<file path="config.mk">
export PLATFORM = sky130hd
export DESIGN_NAME = clock_step_ctrl
export DESIGN_NICKNAME = d
export VERILOG_FILES = /design/src/rtl/clk_ctrl_pkg.sv /design/src/rtl/clk_ctrl_tick_gen.sv /design/src/rtl/clock_step_ctrl.sv
export SDC_FILE = /design/constraint.sdc
export NUM_CORES = 1
export LEC_CHECK = 0
export ABC_AREA = 1
export CORE_UTILIZATION = 45
export DETAILED_ROUTE_END_ITERATION = 10
export PLACE_DENSITY = 0.69
export SLEW_MARGIN = 10
export SYNTH_ARGS = -nofsm -noshare
export SYNTH_HDL_FRONTEND = slang
export SYNTH_SLANG_ARGS = --single-unit
</file>
<file path="constraint.sdc">
create_clock -name clk -period 1.9 [get_ports clk]
set_input_delay 0.38 -clock clk [delete_from_list [all_inputs] [get_ports clk]]
set_output_delay 0.38 -clock clk [all_outputs]
set_load 0.01 [all_outputs]
</file>
<file path="src/rtl/clk_ctrl_pkg.sv">
// Shared state encoding and default widths for the run/halt/single-step clock controller.
package clk_ctrl_pkg;

  typedef enum logic [1:0] {
    ST_HALTED = 2'd0,
    ST_RUN    = 2'd1,
    ST_STEP   = 2'd2
  } state_t;

  localparam int DEF_DIV_WIDTH  = 16;
  localparam int DEF_STEP_WIDTH = 8;

endpackage

</file>
<file path="src/rtl/clk_ctrl_tick_gen.sv">
// Programmable-period tick generator: counts to div_q, emits a registered one-cycle enable
// and a phase bit that toggles on every tick.
module clk_ctrl_tick_gen #(
  parameter int DIV_WIDTH = 16
) (
  input  logic                 clk,
  input  logic                 rst,
  input  logic                 enable,
  input  logic                 restart,
  input  logic [DIV_WIDTH-1:0] div_q,
  output logic                 tick,
  output logic                 clk_en,
  output logic                 phase
);

  logic [DIV_WIDTH-1:0] count_q;

  // A load restarts the period, so a match on the load edge never ticks.
  assign tick = enable && !restart && (count_q == div_q);

  always_ff @(posedge clk) begin
    if (rst) begin
      count_q <= '0;
      clk_en  <= 1'b0;
      phase   <= 1'b0;
    end else begin
      clk_en <= tick;
      if (tick) begin
        phase <= ~phase;
      end
      if (!enable || restart || tick) begin
        count_q <= '0;
      end else begin
        count_q <= count_q + DIV_WIDTH'(1);
      end
    end
  end

endmodule

</file>
<file path="src/rtl/clock_step_ctrl.sv">
// Run/halt/single-step controller producing a one-cycle core clock enable at a programmable rate.
// Optional CLKCTRL_TICK_COUNT_EN adds a free-running 32-bit count of emitted ticks.
module clock_step_ctrl
  import clk_ctrl_pkg::*;
#(
  parameter int DIV_WIDTH   = DEF_DIV_WIDTH,
  parameter int STEP_WIDTH  = DEF_STEP_WIDTH,
  parameter int DEFAULT_DIV = 2
) (
  input  logic                  clk,
  input  logic                  rst,
  input  logic [DIV_WIDTH-1:0]  div_i,
  input  logic                  div_load_i,
  input  logic                  run_i,
  input  logic                  halt_i,
  input  logic                  step_i,
  input  logic [STEP_WIDTH-1:0] step_count_i,
  input  logic                  brk_i,
  output logic                  clk_en_o,
  output logic                  phase_o,
  output logic [1:0]            state_o,
  output logic                  halted_o,
  output logic                  done_o
`ifdef CLKCTRL_TICK_COUNT_EN
  ,
  output logic [31:0]           tick_count_o
`endif
);

  // Requests are plain levels sampled on every edge; there is no handshake, and a request
  // that the current state ignores is simply dropped.
  state_t                state_q, state_d;
  logic [STEP_WIDTH-1:0] remaining_q, remaining_d;
  logic                  done_d;
  logic [DIV_WIDTH-1:0]  div_q;
  logic                  stop_req;
  logic                  active;
  logic                  tick;

  assign stop_req = halt_i | brk_i;
  assign active   = (state_q != ST_HALTED) && !stop_req;

  clk_ctrl_tick_gen #(
    .DIV_WIDTH(DIV_WIDTH)
  ) u_tick_gen (
    .clk    (clk),
    .rst    (rst),
    .enable (active),
    .restart(div_load_i),
    .div_q  (div_q),
    .tick   (tick),
    .clk_en (clk_en_o),
    .phase  (phase_o)
  );

  always_ff @(posedge clk) begin
    if (rst) begin
      state_q     <= ST_HALTED;
      remaining_q <= '0;
      done_o      <= 1'b0;
      div_q       <= DIV_WIDTH'(DEFAULT_DIV);
    end else begin
      state_q     <= state_d;
      remaining_q <= remaining_d;
      done_o      <= done_d;
      if (div_load_i) begin
        div_q <= div_i;
      end
    end
  end

  always_comb begin
    state_d     = state_q;
    remaining_d = remaining_q;
    done_d      = 1'b0;
    case (state_q)
      ST_HALTED: begin
        if (!stop_req) begin
          if (step_i) begin
            state_d     = ST_STEP;
            remaining_d = (step_count_i == '0) ? STEP_WIDTH'(1) : step_count_i;
          end else if (run_i) begin
            state_d = ST_RUN;
          end
        end
      end
      ST_RUN: begin
        if (stop_req) begin
          state_d = ST_HALTED;
        end
      end
      ST_STEP: begin
        if (stop_req) begin
          state_d     = ST_HALTED;
          remaining_d = '0;
        end else if (tick) begin
          remaining_d = remaining_q - STEP_WIDTH'(1);
          // Last tick of the burst: done lands on the same edge as the final enable.
          if (remaining_q == STEP_WIDTH'(1)) begin
            state_d = ST_HALTED;
            done_d  = 1'b1;
          end
        end
      end
      default: begin
        state_d     = ST_HALTED;
        remaining_d = '0;
      end
    endcase
  end

  assign state_o  = state_q;
  assign halted_o = (state_q == ST_HALTED);

`ifdef CLKCTRL_TICK_COUNT_EN
  always_ff @(posedge clk) begin
    if (rst) begin
      tick_count_o <= '0;
    end else if (tick) begin
      tick_count_o <= tick_count_o + 32'd1;
    end
  end
`endif

endmodule

</file>
======== Word-level counts from Yosys, hierarchy flattened ========
Cells that the tools add are included.
operators by class
  reduce and logical (&&, ||, !) cells .... 15
  eq/ne operators ......................... 10
  bitwise logic cells ..................... 5
  add/subtract/negate cells ............... 2
  multiplexer cells ....................... 15
operators with widths
  operator                 number
  $mux W8                  5
  $pmux W8 S3              1
  $add A16 B1 Y16 const B  1
  $eq A16 B16 Y1           1
  $mux W2                  7
  $eq A8 B1 Y1 const B     1
  $logic_not A8 Y1         1
  $sub A8 B1 Y8 const B    1
  $ne A2 B2 Y1 const B     3
  $ne A3 B3 Y1 const B     2
  $pmux W2 S3              1
  $reduce_and A5 Y1        1
  $not A1 Y1               4
  $reduce_and A4 Y1        1
  $reduce_or A4 Y1         1
  $logic_and A1 B1 Y1      3
  $logic_not A1 Y1         3
  $ne A3 B2 Y1 const B     1
  $eq A2 B1 Y1 const B     1
  $eq A2 B2 Y1 const B     1
  $logic_not A2 Y1         1
  $logic_or A1 B1 Y1       2
  $reduce_bool A2 Y1       1
  $reduce_or A2 Y1         1
  other kinds (2)          2
word-level totals
  word-level logic and storage cells ...... 54
  register bits ........................... 45
  bits of input ports ..................... 31

======== Depth between registers and ports, before layout ========
  depth after elaboration ................. 8
  depth in mapped cells ................... 13

======== Cells and area by module ========
A second synthesis with hierarchy kept.
unflattened totals
  cell total of the unflattened synthesis .. 371
  area, all modules ....................... 2462.4 µm²
by module, submodules not included
  module             cells each  instances  area an instance (µm²)
  clock_step_ctrl    197         1          1325.0
  clk_ctrl_tick_gen  174         1          1137.3

======== Least setup slack after synthesis ========
No wires, ideal clock.
  kind .................................... register -> register
  start ................................... register u_tick_gen.count_q[0]
  end ..................................... register u_tick_gen.count_q[14]
  arrival time ............................ 1491 ps
  stages on the path, launching flop included .. 10
  buffers on the path ..................... 0
  period minus slack after synthesis ...... 1560 ps
  setup slack ............................. 340 ps
  library setup time ...................... 70 ps
  cell sequence ........................... dfxtp_1 ha_1 nand3_1 nor3_2 nand3_1 nor3_2 nand2_1 nor2_1 nand2_1 a21oi_1
between the ends
  longest elaborated chain between the ends .. 4
  elaborated cells between the ends (all ways) .. 5
  those cells by class .................... add/sub: 1; eq/ne: 1; reduce/logical: 3
ends and longest elaborated chain
  what                                                     line                     RTL
  from (decl)                                              clk_ctrl_tick_gen.sv:16  logic [DIV_WIDTH-1:0] count_q;
  from (signal assigned)                                   clk_ctrl_tick_gen.sv:34  count_q <= count_q + DIV_WIDTH'(1);
  branches (longest 4 deep; another with $add A16 B1 Y16)  -
Several ways; the timed one is not identified.
A chain may end at the register's enable or synchronous reset.

======== Final worst setup path ========
  start ................................... register state_q[0] (netlist: state_o[0])
  end ..................................... output halted_o
between the ends
  longest elaborated chain between the ends .. 1
ends and longest elaborated chain
  what                    line                    RTL
  from (decl)             clock_step_ctrl.sv:32   state_t state_q, state_d;
  from (signal assigned)  clock_step_ctrl.sv:63   state_q <= state_d;
  $logic_not A2 Y1        clock_step_ctrl.sv:113  assign halted_o = (state_q == ST_HALTED);
  to (decl)               clock_step_ctrl.sv:22   output logic halted_o,
Every way passes these cells.

==> results.json <==
{
  "numCtsBuffers": 5,
  "port_buffers": 36,
  "report.final.slew_viol_count": 0,
  "critPathRequiredTime_ns": 1.52,
  "yosysWarnings": 0,
  "place_congestion": 0.861,
  "grt-ovfl-total": 0,
  "ys_types": 31,
  "synth_seq_cells": 45,
  "status": "finished clean",
  "stdcell_count": 485,
  "synth.net_count": 397,
  "dieArea_mm2": 0.00557,
  "cp_max_fo": 4,
  "critPathCaptureType": "output pin",
  "hold_ws_ns": 0.447,
  "synthToLayoutAreaGrowth_pct": 26.8,
  "slew-limit-headroom_pct": 54.8,
  "period_minus_slack_ns": 1.79,
  "fin_nets": 448,
  "finalCritPeriodShare_pct": 94.3,
  "tightest_slew_ns": 0.677,
  "first_global_vias": 2078,
  "syn-cell-area_mm2": 0.00238,
  "cts_tree": "built",
  "floorplan.die.width_um": 74.7,
  "start_util_pct": 46.5,
  "max_freq_mhz": 558,
  "drt-initial-drc-count": 152,
  "maxCapViolations": 0,
  "ant_nets": 0,
  "finalSetupViolCount": 0,
  "io_pins": 37,
  "via_per_inst": 4.66,
  "routed_wl_um": 4960,
  "min_path_type": "flop to flop",
  "num_rows": 26,
  "ctsHoldBuffers": 0,
  "dieHeight_um": 74.7,
  "syn_avg_cell_area_um2": 6.55,
  "dp.cells": 476,
  "clockRootBuffer": "clkbuf_8",
  "hold_viol_final": 0,
  "power.density_mw_per_mm2": 906,
  "grt_max_degree": 25,
  "ir_drop_v": 0.000528,
  "diodes": 0,
  "drc": 0,
  "crit_arrival_ns": 1.41,
  "cp-start-kind": "flop",
  "antenna_found_initial": 0,
  "syn_inst": 363,
  "fin_skew_ns": 0.00251,
  "reg2reg_slack_ns": 0.18,
  "clk_pin_slew_ns": 0.08,
  "clock_path_buffers": 2,
  "crit_type": "flop to output pin",
  "first_pass_iters": 4,
  "synth_seq_area_share_pct": 37.9,
  "grt_pass1_wl_um": 8480,
  "final_layout_size_suffix_gt1_share_pct": 11.8,
  "clock-sinks": 45,
  "p_leak_uw": 0.00132,
  "coreArea_mm2": 0.00511,
  "clock_latency_ns": 0.29,
  "cts.htree.levels": 2,
  "dp_hpwl_um": 3860,
  "vias": 2262,
  "wl_per_cell_um": 10.2,
  "grtUsageTotal_pct": 19.8
}
## critical path, stage by stage, from the launching register on
cell             delay [ns]
dfxtp_1                0.35
nor2_2                 0.20
clkdlybuf4s50_1        0.57
## layout by cell type (no fill, tap or decap), drive strengths merged
cell,count
a211oi,1
a21boi,1
a21oi,28
a32o,1
buf,15
clkbuf,6
clkdlybuf4s50,36
clkinv,3
dfxtp,45
ha,3
inv,57
nand2,101
nand3,12
nand4,8
nor2,53
nor2b,1
nor3,6
nor3b,1
nor4,2
o21a,1
o21ai,23
o22ai,1
or2,2
xor2,8
## cells in the mapped netlist (all sizes together)
cell,number,area [µm²]
xor2,8,70.1
nor3,6,45.0
nand3,12,85.1
buf,3,21.3
nand4,8,50.1
nor3b,1,7.51
o21ai,23,115
inv,57,214
clkinv,1,3.75
nand2,101,387
nor4,2,12.5
o22ai,1,6.26
a21boi,1,7.51
nor2,53,214
or2,2,12.5
nor2b,1,6.26
a32o,1,10.0
dfxtp,45,901
clkbuf,4,15.0
o21a,1,7.51
ha,3,37.5
a211oi,1,7.51
a21oi,28,140
## layer usage
layer  up-vias  track usage (%)  part of all wire [%]  wire [µm]
met5         -                0                     0          0
met4         0             4.40                  0.85         42
met3         5             4.02                   3.2        159
met2        29             35.4                    47       2310
met1       989             24.4                    49       2440
li1       1239                -                     -          -
## worst paths after layout
check	depth (start not counted)	start	endpoint
hold reg to reg	1	u_tick_gen.count_q[0]	u_tick_gen.count_q[0]
setup / recovery	2	state_o[0]	halted_o
hold / removal	1	u_tick_gen.count_q[0]	u_tick_gen.count_q[0]
setup reg to reg	9	u_tick_gen.count_q[0]	u_tick_gen.count_q[14]
## repair_timing
| action | CTS | global route |
|---|---|---|
| gates resized for setup | 0 | 8 |
| buffers inserted | 0 | 1 |
| endpoints found under the setup margin | 0 | 2 |
## power by group
part,internal (µW),switching [µW],leakage [µW]
clock,255,314,0.0000450
sequential,1050,84.0,0.000369
combinational,417,605,0.000905
## cell type report
class                      instances  area (µm²)
fill                             509        2090
multi-input combinational        253        1250
sequential                        45         903
timing repair buffer              51         473
inverter                          58         218
tap                               70        87.6
clock buffer                       6        72.6
clock inverter                     2        10.0
## sequential cells by signal, indices dropped and copies added, names as in the netlist
name and count:
div_q 16, u_tick_gen.phase 1, done_o 1, remaining_q 8, state_o 2, u_tick_gen.clk_en 1, u_tick_gen.count_q 16
## stage by stage
| step | area, µm² | setup TNS [ns] | utilization (%) | power (µW) | setup slack [ns] |
|---|---|---|---|---|---|
| 6_report | 3010 | 0 | 59.0 | 2730 | 0.108 |
| 5_1_grt | 3010 | -0.00341 | 59.0 | 2980 | -0.00341 |
| 4_1_cts | 2980 | 0 | 58.3 | 2750 | 0.0237 |
| 3_5_place_dp | 2890 | -1.44 | 56.6 | 2170 | -0.103 |
| 3_3_place_gp | 2890 | -0.368 | 56.6 | 2160 | -0.0580 |
| 2_1_floorplan | 2380 | 0 | - | 1880 | 0.340 |
## kinds of logic (layout without fill, tap and decap cells)
logic type	Yosys count	count (layout)	synth area share, %
DFF	45	45	37.9
adders and majority gates	3	3	1.58
xor gates and xnor gates	8	8	2.95
AOI/OAI and AO/OA	56	56	12.4
buffers and inverters	65	117	10.7
and+or+nand+nor	186	186	34.5
(Power assumes the default switching activity.)
==> RTL change, RTL diff (config.mk and constraints unchanged) <==
Build with the macro `CLKCTRL_TICK_COUNT_EN` defined.
--- a/src/rtl/clock_step_ctrl.sv
+++ b/src/rtl/clock_step_ctrl.sv
@@ -2,2 +2,4 @@
 // Optional CLKCTRL_TICK_COUNT_EN adds a free-running 32-bit count of emitted ticks.
+`define CLKCTRL_TICK_COUNT_EN
+
 module clock_step_ctrl
Formal check against the unedited RTL (old outputs only; new: tick_count_o): equivalent (Yosys induction, for registers that start in step).
==> RTL change against the unedited design <==
Setup slack worse by 0.0042 ns. Worst hold slack lost 0.0032 ns. Count of clock-buffer cells in the layout is 7 higher. Power increased by 40%. Cell area increased by 80%. Synthesized area rose by 73%. Routed wire length increased by 120%. Sequential power is 51% higher. Register-to-register slack worse by 0.08 ns. Clock skew rose by 0.013 ns. Sequential cell count is 32 higher. Critical path type is now reg -> reg.
==> RTL change: results (changes against the unedited design) <==
Compound-Gate Fraction of Synth Area 0.117 (was 0.124); Worst Path Max Fanout 5 (was 4); vias in the first global route 4099 (was 2078); most frequent cells after synthesis 170 x nand2_1, 83 x nor2_1, 77 x dfxtp_1 (was 100 x nand2_1, 49 x nor2_1, 48 x inv_1); delay-heaviest family, CP simple AND/OR/NAND/NOR gates (was buffers and inverters); Resized cells post-CTS 1 (was 0); final net count 758 (was 448); CTS Buf Count 9 (was 5); DRT Wirelength 10900 um (was 4960 um); RePlAce Congestion 0.936 (was 0.861); Synth Net Count 663 (was 397); top flop regs tick_count_o: 32 flops, div_q: 16 flops, u_tick_gen.count_q: 16 flops (was div_q: 16 flops, u_tick_gen.count_q: 16 flops, remaining_q: 8 flops); H-tree depth 3 (was 2); gr usage total 0.240 (was 0.198); # placed instances 816 (was 476); Vias 4301 (was 2262); synth unique cells 35 (was 31); pre-CTS WS -0.226 ns (was -0.103 ns); pin count of the biggest net entering global routing 30 (was 25); P_leak 2.12 nW (was 1.32 nW); Worst path slowest cell dfxtp_4 (was clkdlybuf4s50_1); 1st-iter DRT viols 193 (was 152); Slew @ Worst Pin 0.430 ns (was 0.677 ns); Post-Layout Cell Count 836 (was 485); first-pass GRT wire length 18700 um (was 8480 um); placed cell areas 5090 um^2 (was 2890 um^2); Worst Skew 0.0153 ns (was 0.00251 ns); slowest cell delay on critical path 0.37 ns (was 0.57 ns); CP arrival 2.04 ns (was 1.41 ns); worst skew pair latency 0.35 ns (was 0.29 ns); Adder-Cell Fraction of Synth Area 0.0122 (was 0.0158); first drt pass iteration count 5 (was 4); Synth Area in XOR/XNOR 0.0469 (was 0.0295); status complete, no violations (unchanged)
[RTL change: cell types whose count changed in the layout (fill, tap and decap cells not counted), sizes merged, moves of 13 or more]
cell,delta
nor2,+32
nand2,+70
nand3,+19
clkdlybuf4s50,+31
nor3,+24
a21oi,+33
buf,+20
dfxtp,+32
inv,+13
[RTL change: final timing paths]
kind                         startpoint                endpoint  slack [ns]  depth (start not counted)
setup / recovery  u_tick_gen.count_q[0]  u_tick_gen.count_q[14]        0.10                         11
hold / removal    u_tick_gen.count_q[0]   u_tick_gen.count_q[0]        0.44                          1
setup reg to reg  u_tick_gen.count_q[0]  u_tick_gen.count_q[14]        0.10                         11
hold reg to reg   u_tick_gen.count_q[0]   u_tick_gen.count_q[0]        0.44                          1
[RTL change: worst register-to-register path, cell delays in order, from the launching register on]
cell and delay, ns:
dfxtp_4 0.37, ha_1 0.16, nand2_1 0.06, inv_2 0.07, nand2_1 0.08, nor2_2 0.15
nand2_2 0.09, nor3_4 0.24, buf_4 0.14, nand4_1 0.08, o21ai_0 0.16, a21oi_1 0.08
[RTL change: layout make-up]
class / instances / area (um^2)
Timing Repair Buffer: 103 / 983
Multi-Input combinational cell: 462 / 2250
Inverter: 70 / 265
Sequential cell: 77 / 1550
Clock buffer: 13 / 159
Fill cell: 849 / 3350
Tap cell: 108 / 135
Clock inverter: 3 / 67.6
[RTL change: power by group]
group          internal [mW]  total, mW  switching, mW
Combinational          0.293      0.672          0.380
Clock                  0.814       1.41          0.600
Sequential              1.68       1.72         0.0485
Total                   2.78       3.81           1.03
[RTL change: layer usage]
metal  vias up  share of wire  GRT usage  routed length (um)
met5         -              0          0                   0
met4         0          0.020     0.0928                 219
met3        20          0.041     0.0446                 450
met2       111           0.48      0.415                5290
met1      1960           0.45      0.294                4960
li1       2210              -          -                   -
